File: src/rtl/logic_sched.sv
// logic_sched: two-requester scheduler in front of a shared 8-bit logic unit.
// Single ops (AND/OR/NOT/NAND) take one EXEC cycle. XOR is built as
// (a|b) & ~(a&b) over three passes, P1..P3. Arbitration is round-robin or
// fixed priority (requester 0 wins), selected by RR_EN.
module logic_sched #(
  parameter bit RR_EN = 1'b1
) (
  input  logic       clk,
  input  logic       rst_n,
  input  logic       req0,
  input  logic       req1,
  input  logic [2:0] op0,
  input  logic [2:0] op1,
  input  logic [7:0] a0,
  input  logic [7:0] b0,
  input  logic [7:0] a1,
  input  logic [7:0] b1,
  output logic       gnt0,
  output logic       gnt1,
  output logic       done0,
  output logic       done1,
  output logic [7:0] res,
  output logic       err,
  output logic       busy,
  output logic [7:0] count,
  output logic [7:0] alu_a,
  output logic [7:0] alu_b,
  output logic [1:0] alu_ctrl,
  input  logic [7:0] alu_s
);

  typedef enum logic [2:0] {IDLE, EXEC, P1, P2, P3, DONE} state_t;

  typedef struct packed {
    logic [2:0] op;
    logic [7:0] a;
    logic [7:0] b;
  } oper_t;

  state_t     state, state_nx;
  oper_t      [1:0] in_req;
  oper_t      cur;
  logic [1:0] req_v;
  logic [1:0] gnt_q;
  logic [7:0] t1, t2;
  logic       pick, owner, last, err_q, accept, illegal;

  assign req_v     = {req1, req0};
  assign in_req[0] = {op0, a0, b0};
  assign in_req[1] = {op1, a1, b1};
  assign accept    = (state == IDLE) && (req_v != 2'b00);
  // 101..111 are illegal; 100 is the XOR macro
  assign illegal   = cur.op[2] && (cur.op[1:0] != 2'b00);
  assign gnt0      = gnt_q[0];
  assign gnt1      = gnt_q[1];

  // Winner select: a lone requester wins; a tie goes to the one not served last
  // (round-robin) or to requester 0 (fixed priority).
  always_comb begin
    pick = req_v[1] & ~req_v[0];
    if (req_v == 2'b11) pick = RR_EN ? ~last : 1'b0;
  end

  // State register
  always_ff @(posedge clk or negedge rst_n) begin
    if (!rst_n) state <= IDLE;
    else        state <= state_nx;
  end

  // Next-state logic
  always_comb begin
    state_nx = state;
    case (state)
      IDLE:    if (accept) state_nx = (in_req[pick].op == 3'b100) ? P1 : EXEC;
      EXEC:    state_nx = DONE;
      P1:      state_nx = P2;
      P2:      state_nx = P3;
      P3:      state_nx = DONE;
      DONE:    state_nx = IDLE;
      default: state_nx = IDLE;
    endcase
  end

  // Output logic: logic-unit drive, status and completion pulses
  always_comb begin
    alu_a    = '0;
    alu_b    = '0;
    alu_ctrl = 2'b00;
    done0    = 1'b0;
    done1    = 1'b0;
    err      = 1'b0;
    busy     = (state != IDLE);
    case (state)
      EXEC: if (!illegal) begin
        alu_a    = cur.a;
        alu_b    = cur.b;
        alu_ctrl = cur.op[1:0];
      end
      P1: begin alu_a = cur.a; alu_b = cur.b; alu_ctrl = 2'b01; end
      P2: begin alu_a = cur.a; alu_b = cur.b; alu_ctrl = 2'b11; end
      P3: begin alu_a = t1;    alu_b = t2;    alu_ctrl = 2'b00; end
      DONE: begin
        done0 = ~owner;
        done1 = owner;
        err   = err_q;
      end
      default: ;
    endcase
  end

  // Datapath: operand latch, grant pulse, partial results, result and counter
  always_ff @(posedge clk or negedge rst_n) begin
    if (!rst_n) begin
      cur   <= '0;
      owner <= 1'b0;
      last  <= 1'b1;   // so requester 0 takes the first tie
      err_q <= 1'b0;
      gnt_q <= 2'b00;
      res   <= '0;
      t1    <= '0;
      t2    <= '0;
      count <= '0;
    end else begin
      gnt_q <= 2'b00;
      if (accept) begin
        cur   <= in_req[pick];
        owner <= pick;
        last  <= pick;
        err_q <= 1'b0;
        gnt_q <= pick ? 2'b10 : 2'b01;
      end
      case (state)
        EXEC: begin
          res   <= illegal ? 8'h00 : alu_s;
          err_q <= illegal;
        end
        P1:      t1    <= alu_s;
        P2:      t2    <= alu_s;
        P3:      res   <= alu_s;
        DONE:    count <= count + 8'd1;
        default: ;
      endcase
    end
  end

endmodule

File: config.mk
export PLATFORM = sky130hd
export DESIGN_NAME = logic_sched
export DESIGN_NICKNAME = d
export VERILOG_FILES = /design/src/rtl/logic_sched.sv
export SDC_FILE = /design/constraint.sdc
export NUM_CORES = 1
export LEC_CHECK = 0
export CAP_MARGIN = 5
export CORE_MARGIN = 10
export CORE_UTILIZATION = 30
export CTS_CLUSTER_DIAMETER = 100
export DETAILED_ROUTE_END_ITERATION = 10
export PLACE_DENSITY = 0.62
export SLEW_MARGIN = 0
export SYNTH_ARGS = -nofsm -noshare
export SYNTH_HDL_FRONTEND = slang
export SYNTH_SLANG_ARGS = --single-unit
File: constraint.sdc
create_clock -name clk -period 1.54 [get_ports clk]
set_input_delay 0.308 -clock clk [delete_from_list [all_inputs] [get_ports clk]]
set_output_delay 0.308 -clock clk [all_outputs]
set_load 0.03 [all_outputs]
== Yosys cells after proc, flatten, opt, wreduce, memory -nomap -nowiden ==
Index checks and enable logic that the tools add are counted.

* Flip-flop bits (word level): 59
* Bits in latches: 0
* Bits in writable memories: 0
* ROM bits: 0
* Output and inout port bits: 40
* Memories kept: 0

* Add/sub/neg operators: 1
* Multiply operators: 0
* Div/mod/pow operators: 0
* Magnitude comparators: 1
* Equality and inequality tests: 8
* Shifts and indexed selects: 0
* Muxes and demuxes: 21
* Bitwise operators: 4
* Reduce and logical (&&, ||, !) cells: 10

{| class="wikitable"
|+ Operators with widths
! operator !! count
|-
| 8-bit one-hot mux with 3 select lines || 2
|-
| 19-bit 2-to-1 mux || 2
|-
| 8-bit 2-to-1 mux || 3
|-
| 8-bit one-hot mux with 2 select lines || 1
|-
| 3-bit one-hot mux with 4 select lines || 1
|-
| 3-bit == test, second input constant || 3
|-
| 8-bit by 1-bit adder with 8-bit output, second input constant || 1
|-
| 2-bit 2-to-1 mux || 4
|-
| 2-bit nonzero test || 4
|-
| 3-bit by 2-bit == test with 1-bit output, second input constant || 2
|-
| 1-bit 2-to-1 mux || 6
|-
| 2-bit one-hot mux with 3 select lines || 1
|-
| 2-bit OR reduction || 2
|-
| 3-bit by 1-bit == test with 1-bit output, second input constant || 1
|-
| 3-bit zero test || 1
|-
| 3-bit 2-to-1 mux || 1
|-
| 1-bit inverter || 3
|-
| 3-bit nonzero test || 1
|-
| 2-bit == test, second input constant || 1
|-
| 1-bit logical AND || 2
|-
| 1-bit by 2-bit less-than comparator with 1-bit output, second input constant || 1
|-
| 2-bit inequality test, second input constant || 1
|-
| 1-bit AND || 1
|}

== Depth between registers and ports, before layout ==
* Depth after elaboration: 9
* Mapped depth: 5

== Least setup slack after synthesis ==
No wires, ideal clock.

* Path type: register -> output
* From: reg state[0]
* To: out alu_a[0]
* Arrival time: 1433 ps
* Slack: -201 ps
* Cell stages (with the launch flop): 5
* Path buffers: 2
* Cells stage by stage: dfrtp_1 -> buf_2 -> nor3_2 -> buf_2 -> a32o_1

* Longest elaborated chain between the ends: 3

{| class="wikitable"
|+ Ends and longest elaborated chain
! item !! line !! RTL
|-
| start: declaration || 40 || <nowiki>state_t state, state_nx;</nowiki>
|-
| start signal: assignment || 67 || <nowiki>else state <= state_nx;</nowiki>
|-
| 3-bit by 2-bit == test with 1-bit output || 93 || <nowiki>case (state)</nowiki>
|-
| 2-bit OR reduction (no line) || - ||
|-
| 8-bit one-hot mux with 3 select lines * || 93 ||
|-
| end: declaration || 26 || <nowiki>output logic [7:0] alu_a,</nowiki>
|}

Every way passes the cells marked *; elsewhere a longest branch is shown, timed or not.

== Final worst setup path ==
* From: reg state[0]
* To: out alu_a[6]

Same word-level chain as after synthesis.

==> results.md <==
* Power per cell area at 2170 mW/mm^2
* Ys Warns at 0
* WP data required at 1.23 ns
* Row Count at 35
* Ranking of synthesized cells by area: dfrtp_1 (50%), mux2_2 (14%), mux2_4 (8.8%)
* Clk sinks at 59
* Crit path DAT at 1.65 ns
* Post-Syn Area at 0.00291 mm^2
* Vias per cell at 4.86
* Met3 WL post-DR at 393 um
* Total wire length at 9220 um
* H-tree depth at 3
* Crit-path cells: buf_6 -> a21o_1 -> buf_12 -> a32o_2 -> buf_12
* CTS root buffer: clkbuf_8
* Pre-CTS setup slack at -0.438 ns
* Total Power at 10.7 mW
* Slew @ Worst Pin at 0.646 ns
* Crit end category: output port
* Worst min path class: input pin to async pin
* P_leak at 2.27 nW
* Vias at 2371
* Hold slack final at 0.369 ns
* Core ar. at 0.00933 mm^2
* Hpwl dp at 6240 um
* First-pass DRT Iterations at 4
* Crit path kind: flop to output port
* Final setup violation count at 51
* Port bufs at 89
* Clock-pin slew on the worst setup and hold paths at 0.07 ns
* R2r setup slk at -0.27 ns
* Sequential share of the synthesized area at 50.8%
* Global route overflow at 0
* Crit Reg-Reg Startpoint: state[1]
* Die ar. at 0.0140 mm^2
* I/O pin cnt at 90
* Antenna violations before repair at 0
* Worst R2R End: cur[7]
* Maximum Capacitance Violations at 0
* Period utilization at 127%
* Met2 routed WL at 4570 um
* Largest net degree at the start of global routing at 50
* Final antenna-violating net count at 0
* Largest area contributor in the netlist: dfrtp_1
* Clock latency on the worst-skew pair at 0.34 ns
* Main flop type after synthesis: dfrtp_1
* Final Skew at 0.0109 ns
* Worst setup SP type: flop
* Final #Nets at 406
* Final WS setup at -0.415 ns
* Vias in the first global route at 2596
* Most frequent CP cell: buf_12
* Distinct cells, synth at 43
* Tot GR Track Use at 12.8%
* Synth cell count leaders: dfrtp_1 (58), mux2_2 (37), a32o_1 (24)
* Final min period at 1.95 ns
* F_max at 0.512 GHz
* Maximum buffer depth of the clock tree at 2
* RSZ-0062 raised after global routing: true
* Yosys top cell area share at 49.8%
* Drt initial violations at 134
* Gpl congestion at 0.721
* Slowest-stage cell, CP: dfrtp_1
* R2R depth at 6
* Antenna Cells at 0
* Global-route wire length before repair at 14500 um
* Die Span Y at 119 um
* Area growth syn-to-layout at 68.5%
* Post-Synthesis Cells at 212
* Most common cell in the synthesized netlist: dfrtp_1
* Failing checks: setup timing
* Drc violations at 0
* Sum of negative setup slack at -11.94 ns
* Initial core utilization at 31.2%
* Proportion of layout cells with a drive suffix above 1 at 51.3%
* Met1 wire length at 4090 um
* Final slew viol count at 0
* Routed len/inst at 18.9 um
* Worst vdd ir at 0.870 mV
* Slew margin rel. at 56.8%
* CTS buffer count at 9
* Die Wd at 119 um
* Max stage delay on crit path at 0.41 ns
* Post-synth ARST share at 100%
* Synthesis-stage register bit count at 59
* CTS tree: done
* Syn_nets at 263
* Post-Route Utilization at 52.6%
* Syn avg cell area at 13.7 um^2
* Final Hold Viols at 0
* Post-synth EDFFs at 0
* Top routing layer used: met4
* Worst Path Max Fanout at 16
* Status: finished with violations
-- per-stage QoR --
stage,std cells,instance area (um^2)
after detailed placement,447,4190
after CTS,482,4740
after global routing,488,4910
after floorplan,212,2940
after global placement,447,4190
final,488,4910
-- per-layer routing --
metal  global-route usage (%)  vias up
met5                        0        -
met4                     5.04        0
met3                     2.71       12
met1                     15.8     1197
met2                     21.4       67
li1                         -     1095
-- final cells by class --
class                      count  area (um^2)
clock buffer                  10          138
fill                         810         4420
inverter                       5         18.8
timing repair buffer         143         1550
clock inverter                 5         77.6
multi-input combinational    137         1490
sequential                    59         1480
tap                          129          161
-- registers in the layout, indices dropped and copies added (netlist names) --
name	cells
cur	19
res	8
state	3
t1	8
count	8
last	1
owner	1
err_q	1
t2	8
gnt_q	2
-- what timing repair did --
| action | in CTS | in global routing |
|---|---|---|
| setup endpoints to repair | 71 | 75 |
| cloned | 2 | 1 |
| buffers inserted | 18 | 5 |
| hold endpoints to repair | 10 | 0 |
| resized for setup | 63 | 33 |
| hold buffers | 1 | 0 |
| pin swaps | 9 | 9 |
-- how the worst max path moves through the flow --
stage,startpoint,endpoint,slack (ns),cells past startpoint
global placement,req1,cur[2],-0.40,5
floorplan,state[2],cur[10],-0.11,5
CTS,state[1],alu_a[7],-0.39,5
global route,state[0],alu_a[6],-0.46,5
detailed placement,req1,cur[10],-0.44,5
finish,state[0],alu_a[6],-0.41,5
-- worst max-delay path, delay by kind of cell, from the launching register on --
kind	cells	cell delay (ns)
compound gates	2	0.46
buf+inv	3	0.44
flops	1	0.41
-- logic make-up (layout without fill, tap and decap cells) --
kind of cell | count (synthesis) | in the layout | synth area share (%)
buffers and inverters | 17 | 163 | 3.95
XOR/XNOR | 8 | 8 | 2.41
adder cells (fa/ha/maj) | 1 | 1 | 0.430
multiplexers | 57 | 57 | 24.1
AND/OR/NAND/NOR | 35 | 36 | 7.22
flip-flops | 59 | 59 | 50.8
AO/OA/AOI/OAI | 35 | 35 | 11.1
-- cells in the final DEF, fill, tap and decap left out, types with 2 or more instances in the layout --
cell             count
clkdlybuf4s50_1     46
nor3_4               3
xor2_1               3
nand2_1              6
buf_4               22
dlygate4sd2_1       20
mux2i_1              2
inv_2                2
inv_1                2
xnor2_1              5
clkbuf_8            10
a32o_2              15
dfrtp_1             58
nor3b_1              2
nand4_1              3
clkinv_2             2
and2_4               2
buf_6               38
mux2_4              20
nor2_2               2
buf_12              13
nor2_1               3
bufinv_16            2
mux2_2              34
nor2_4               3
nand3_1              2
a32o_1               9
-- power by group --
group | internal, mW | switching (mW)
registers | 2.28 | 0.435
logic | 3.32 | 3.06
clock network | 0.940 | 0.633
total | 6.54 | 4.13
Power figures use the tool's default switching activity.
